===== src/rtl/fifo_wr_arb.sv =====
// Round-robin write arbiter: four requesters share one FIFO write port,
// each grant covering up to burst_len beats, with one idle arbitration cycle between grants.
module fifo_wr_arb #(
  parameter int data_width = 8,
  parameter int burst_len  = 4
) (
  input  logic                      w_clk,
  input  logic                      wrst,
  input  logic [3:0]                req_valid,
  input  logic [4*data_width-1:0]   req_data,
  output logic [3:0]                req_ready,
  output logic [3:0]                gnt,
  input  logic                      full,
  output logic                      w_en,
  output logic [data_width-1:0]     data_in
);

  typedef enum logic {
    IDLE  = 1'b0,
    BURST = 1'b1
  } state_t;

  state_t      state_q;
  logic [1:0]  rr_ptr_q;
  logic [1:0]  owner_q;
  logic [3:0]  beat_cnt_q;
  logic [3:0]  gnt_q;

  logic [7:0]  rot_dbl;
  logic [3:0]  rot;
  logic [1:0]  pick_off;
  logic [1:0]  pick;
  logic [1:0]  rr_ptr_d;
  logic        owner_vld;
  logic        in_burst;
  logic        xfer;
  logic        last_beat;

  // Rotate the request vector so rr_ptr sits at bit 0; the lowest set bit
  // of the rotated vector is then the next index in round-robin order.
  always_comb begin
    rot_dbl = {req_valid, req_valid} >> rr_ptr_q;
    rot     = rot_dbl[3:0];
    if (rot[0])      pick_off = 2'd0;
    else if (rot[1]) pick_off = 2'd1;
    else if (rot[2]) pick_off = 2'd2;
    else             pick_off = 2'd3;
    pick = rr_ptr_q + pick_off;
  end

  assign in_burst  = (state_q == BURST) && !wrst;
  assign owner_vld = req_valid[owner_q];
  assign xfer      = in_burst && owner_vld && !full;
  assign last_beat = (beat_cnt_q == 4'(burst_len - 1));
  assign rr_ptr_d  = owner_q + 2'd1;

  always_comb begin
    req_ready = 4'b0000;
    w_en      = 1'b0;
    data_in   = req_data[32'(owner_q) * data_width +: data_width];
    if (in_burst) begin
      req_ready[owner_q] = ~full;
      w_en               = owner_vld & ~full;
    end
  end

  always_ff @(posedge w_clk or posedge wrst) begin
    if (wrst) begin
      state_q    <= IDLE;
      rr_ptr_q   <= 2'd0;
      owner_q    <= 2'd0;
      beat_cnt_q <= 4'd0;
      gnt_q      <= 4'b0000;
    end else begin
      case (state_q)
        IDLE: begin
          if (|req_valid) begin
            state_q    <= BURST;
            owner_q    <= pick;
            gnt_q      <= 4'b0001 << pick;
            beat_cnt_q <= 4'd0;
          end
        end
        BURST: begin
          if (xfer) begin
            if (last_beat) begin
              state_q  <= IDLE;
              gnt_q    <= 4'b0000;
              rr_ptr_q <= rr_ptr_d;
            end else begin
              beat_cnt_q <= beat_cnt_q + 4'd1;
            end
          end else if (!owner_vld) begin
            // Owner ran dry: give the port up rather than hold it idle.
            state_q  <= IDLE;
            gnt_q    <= 4'b0000;
            rr_ptr_q <= rr_ptr_d;
          end
        end
        default: begin
          state_q <= IDLE;
          gnt_q   <= 4'b0000;
        end
      endcase
    end
  end

  assign gnt = gnt_q;

endmodule


===== config.mk =====
export PLATFORM = sky130hd
export DESIGN_NAME = fifo_wr_arb
export DESIGN_NICKNAME = d
export VERILOG_FILES = /design/src/rtl/fifo_wr_arb.sv
export SDC_FILE = /design/constraint.sdc
export NUM_CORES = 1
export LEC_CHECK = 0
export CAP_MARGIN = 20
export CORE_MARGIN = 3
export CORE_UTILIZATION = 35
export CTS_BUF_LIST = sky130_fd_sc_hd__clkbuf_8
export DETAILED_ROUTE_END_ITERATION = 16
export PLACE_DENSITY = 0.7
export SETUP_SLACK_MARGIN = 0.5
export SLEW_MARGIN = 20
export SYNTH_ARGS = -nofsm -noshare
export SYNTH_HDL_FRONTEND = slang
export SYNTH_SLANG_ARGS = --single-unit
export TNS_END_PERCENT = 20

===== constraint.sdc =====
create_clock -name w_clk -period 5.6 [get_ports w_clk]
set_input_delay 0.56 -clock w_clk [delete_from_list [all_inputs] [get_ports w_clk]]
set_output_delay 0.56 -clock w_clk [all_outputs]
set_load 0.005 [all_outputs]

---- Yosys cells after proc, flatten, opt, wreduce, memory -nomap -nowiden ----
Cells that the tools add are included.
storage, ports and cells
  register bits ........................... 13
  bits of input ports ..................... 39
  output and inout port bits .............. 17
  word-level logic and storage cells ...... 62
cells by class
  $add $sub $neg .......................... 3
  order comparisons ....................... 2
  equal/unequal tests ..................... 8
  shift-type cells ........................ 3
  mux-type cells .......................... 26
  bitwise operators ....................... 4
  reductions and logical operators ........ 11
operator list
  cell                                                                   number
  4-bit two-way mux                                                      8
  32-bit by 6-bit variable part select with 8-bit output                 1
  4-bit case mux with 2 select lines                                     2
  2-bit two-way mux                                                      5
  3-bit AND reduction                                                    3
  1-bit two-way mux                                                      8
  8-bit by 2-bit >> shifter with 3-bit output                            1
  2-bit by 1-bit != test with 1-bit output, second input constant        3
  3-bit by 2-bit != test with 1-bit output, second input constant        2
  4-bit by 1-bit adder with 4-bit output, second input constant          1
  4-bit bitwise AND                                                      1
  4-bit by 2-bit equality test with 1-bit output, second input constant  1
  1-bit logical AND                                                      4
  2-bit != test, second input constant                                   2
  4-bit OR reduction                                                     1
  1-bit by 2-bit left shift with 4-bit output, first input constant      1
  2-bit by 3-bit < comparator with 1-bit output, second input constant   1
  2-bit by 1-bit adder with 2-bit output, second input constant          1
  2-bit adder                                                            1
  1-bit binary-select mux with 2-bit select                              1
  1-bit demux with 2-bit select                                          1
  2-bit by 1-bit >= comparator with 1-bit output, second input constant  1
  1-bit zero test                                                        2
  1-bit inverter                                                         2
  other kinds (3)                                                        3

---- Logic depth before layout (Yosys ltp) ----
  depth after elaboration ................. 8
  depth in mapped cells ................... 8
  gate-level depth less buffers ........... 7

---- Least setup slack after synthesis ----
OpenSTA, ideal clock, no wires.
  path type ............................... input to output
  start point ............................. in req_valid[3]
  end point ............................... out w_en
  arrival ................................. 1.309 ns
  required time ........................... 5.040 ns
  path slack .............................. 3.731 ns
  cell stages on the path ................. 3
  path buffers ............................ 1
  cells stage by stage .................... mux4_2 -> and2_4 -> buf_6
on the way
  cells in the longest elaborated chain, start to end .. 4
RTL lines
  element                                    line  text
  start, declared                            9     input logic [3:0] req_valid,
  1-bit binary-select mux with 2-bit select  52    assign owner_vld = req_valid[owner_q];
  1-bit two-way mux (implied by the code)    52
  1-bit bitwise AND                          63    w_en = owner_vld & ~full;
  1-bit two-way mux                          61    if (in_burst) begin
  end, declared                              14    output logic w_en,
Every way passes these cells. The select of a mux whose other input is x is not followed.

---- Final worst setup path ----
  start point ............................. in req_valid[0]
  end point ............................... out w_en
Same word-level chain as after synthesis.

==> results.md <==
* Count of final hold-check violations at 0
* CP max stage cell: mux4_2
* Status: complete, no violations
* H-tree depth at 1
* Max-cap viol count at 0
* Overall power consumption at 0.645 mW
* Max-slew violation count at 0
* Vias per cell at 5.53
* HP Class: flop to flop
* Clock Skew at 2.96 ps
* CP Class: input port to primary output
* Lkg Pwr at 0.706 nW
* Rel. slew slack at approximately 60%
* Number of setup violations in the final report at 0
* # resized after CTS at 0
* Worst r2r src: owner_q[1]
* WL/cell at 15.2 um
* Synthesis-to-finish area growth at 56.5%
* Ranking of synthesized cells by area: dfrtp_1 30%, mux4_2 19%, ha_1 7.0%, mux2i_1 2.8%, mux4_1 2.5%
* GR Util All Layers at 15.0%
* DP HPWL at 2230 um
* # rows at 19
* Placeable core area at roughly 2800 um2
* CTS tree: done
* First-pass GRT wire length at 4210 um
* Crit start category: input port
* Synthesis Warnings at 0
* Buf/Inv on CP at 2
* Setup bufs post-CTS at 0
* CTS sink cnt at 13
* Fin nets at 196
* Cell accounting for the most synthesized area: dfrtp_1
* Worst skew pair latency at 240 ps
* CP most frequent cell: clkdlybuf4s50_1
* Layout cell share with drive strength beyond 1 at 13.3%
* TritonCTS Buffers at 3
* CTS Buffer Depth at 2
* Pwr/cell area at 385 nW/um2
* Total wire length at 2760 um
* Post-synth EDFFs at 0
* Root Driver: clkbuf_8
* CP max stage delay at about 540 ps
* Synth Instances at 96
* Fin crit period at 2830 ps
* Initial Utilization at 37.8%
* Die Width at slightly above 60 um
* Crit end category: primary output
* Commonest non-fill, non-tap cells in the layout: 55 x clkdlybuf4s50_1, 13 x dfrtp_1, 9 x mux4_2
* DR pass1 iterations at 4
* Clock transition at path regs at ~50 ps
* Unrepaired setup endpoints after global routing: no
* Routed via count at 1001
* Cell Area, Placed at approximately 1600 um2
* Max Clock Freq at 353 MHz
* Worst EP required at 5040 ps
* Vias in the first global route at 976
* Util after Layout at 59.2%
* Worst-path maximum fanout at 8
* Critical-path cell list: clkdlybuf4s50_1 > mux4_2 > and2_4 > clkdlybuf4s50_1
* Post-synth ARST share at 100%
* Die outline area at 3760 um2
* Residual DRC at 0
* Setup TNS at 0 ps
* DR iter-0 viols at 29
* Final Cell Area at 1670 um2
* Final ANT Viol Nets at 0
* Post-Syn Area at 1070 um2
* GR Overflow Total at 0
* Hold path depth at 1
* Delay-heaviest family, CP: buffers and inverters
* Crit path DAT at 2270 ps
* R2R setup slack at 3630 ps
* Crit path depth at 4
* Most common cell after layout, fill and taps aside: clkdlybuf4s50_1
* Antenna violations before repair at 0
* Crit path capture: w_en
* Mapped Avg Cell Area at 11.1 um2
* Port Buf Inserts at 55
* Largest net degree at the start of global routing at 14
* Syn Nets at about 140
* # hold bufs at CTS at 0
* Tcrit/Tclk final at 50.6%
* VDD IR max at 0.240 mV
* IO Pins at 56
* Top cell type's share of synthesized area at between 30% and 40%
* Synth unique cells at 39
* Die Ht at 61.3 um
* Diodes inserted at 0
* R2r endpoint: gnt[3]
* Sequential area share after synthesis at between 30% and 40%
* Final GP Congestion at 0.875
* Yosys reg bits at 13
* Synth Flop Type: dfrtp_1
* Slew at the pin closest to its max-slew limit at 598 ps
* Setup crit start: req_valid[0]
* R2R depth at 4
[stage by stage]
stage                     setup WS, ps  hold slack [ps]  cells
final                             2770              512    181
after global routing              2710              545    181
after CTS                         2760              516    181
after detailed placement          2780              508    177
after global placement            2790              496    177
after floorplan                   3730              437     96
[state kept, by name (all words and copies together) (netlist names)]
name	cells
gnt	4
state_q	1
rr_ptr_q	2
owner_q	2
beat_cnt_q	4
[cells by family after synthesis]
group,synth area share [%]
and+or+nand+nor,17.7
AOI/OAI and AO/OA,14.0
muxes,26.3
DFF,30.4
buffers and inverters,4.56
adders and majority gates,7.02
[worst reg2reg max path, cell delays in order (launching register included)]
cell       delay [ps]
dfrtp_1           650
mux4_2            600
a2bb2oi_2         200
and3_1            210
a31o_2            210
[how the worst min path moves through the flow]
stage / slack [ps] / to / from
global placement: 500 / gnt[0] / gnt[0]
detailed placement: 510 / beat_cnt_q[3] / beat_cnt_q[3]
global route: 540 / beat_cnt_q[3] / beat_cnt_q[3]
floorplan: 440 / beat_cnt_q[0] / wrst
CTS: 520 / beat_cnt_q[3] / beat_cnt_q[3]
finish: 510 / beat_cnt_q[3] / beat_cnt_q[3]
[Yosys cell counts (2+ instances only)]
library cell   n
a21oi_1        4
and2_1         4
clkbuf_1       3
dfrtp_1       13
ha_1           6
inv_1          5
mux2_2         2
mux2i_1        3
mux4_2         9
nand2_1        7
nand2b_1       3
nand3_1        3
nor2_1         6
o21ai_0        3
[per-layer routing]
metal | wire [um] | GRT usage, %
met5 | 0 | 0
met4 | 34 | 4.64
met2 | 1200 | 26.0
met3 | 406 | 4.19
met1 | 1120 | 17.9
[layout make-up]
cell class              instances  area, um2
multi-input cells              73        696
flip-flops and latches         13        325
inverters                       5       18.8
repair buffers                 55        551
clock buffers                   3       41.3
fillers                       259       1150
clock inverters                 1       3.75
well taps                      31       38.8
[power by group]
part / internal [mW] / total (mW) / switching [mW]
Combinational: 0.238 / 0.377 / 0.139
Sequential: 0.127 / 0.187 / 0.0607
Clock: 0.0483 / 0.0804 / 0.0320
Total: 0.413 / 0.645 / 0.231
(Power assumes the default switching activity.)
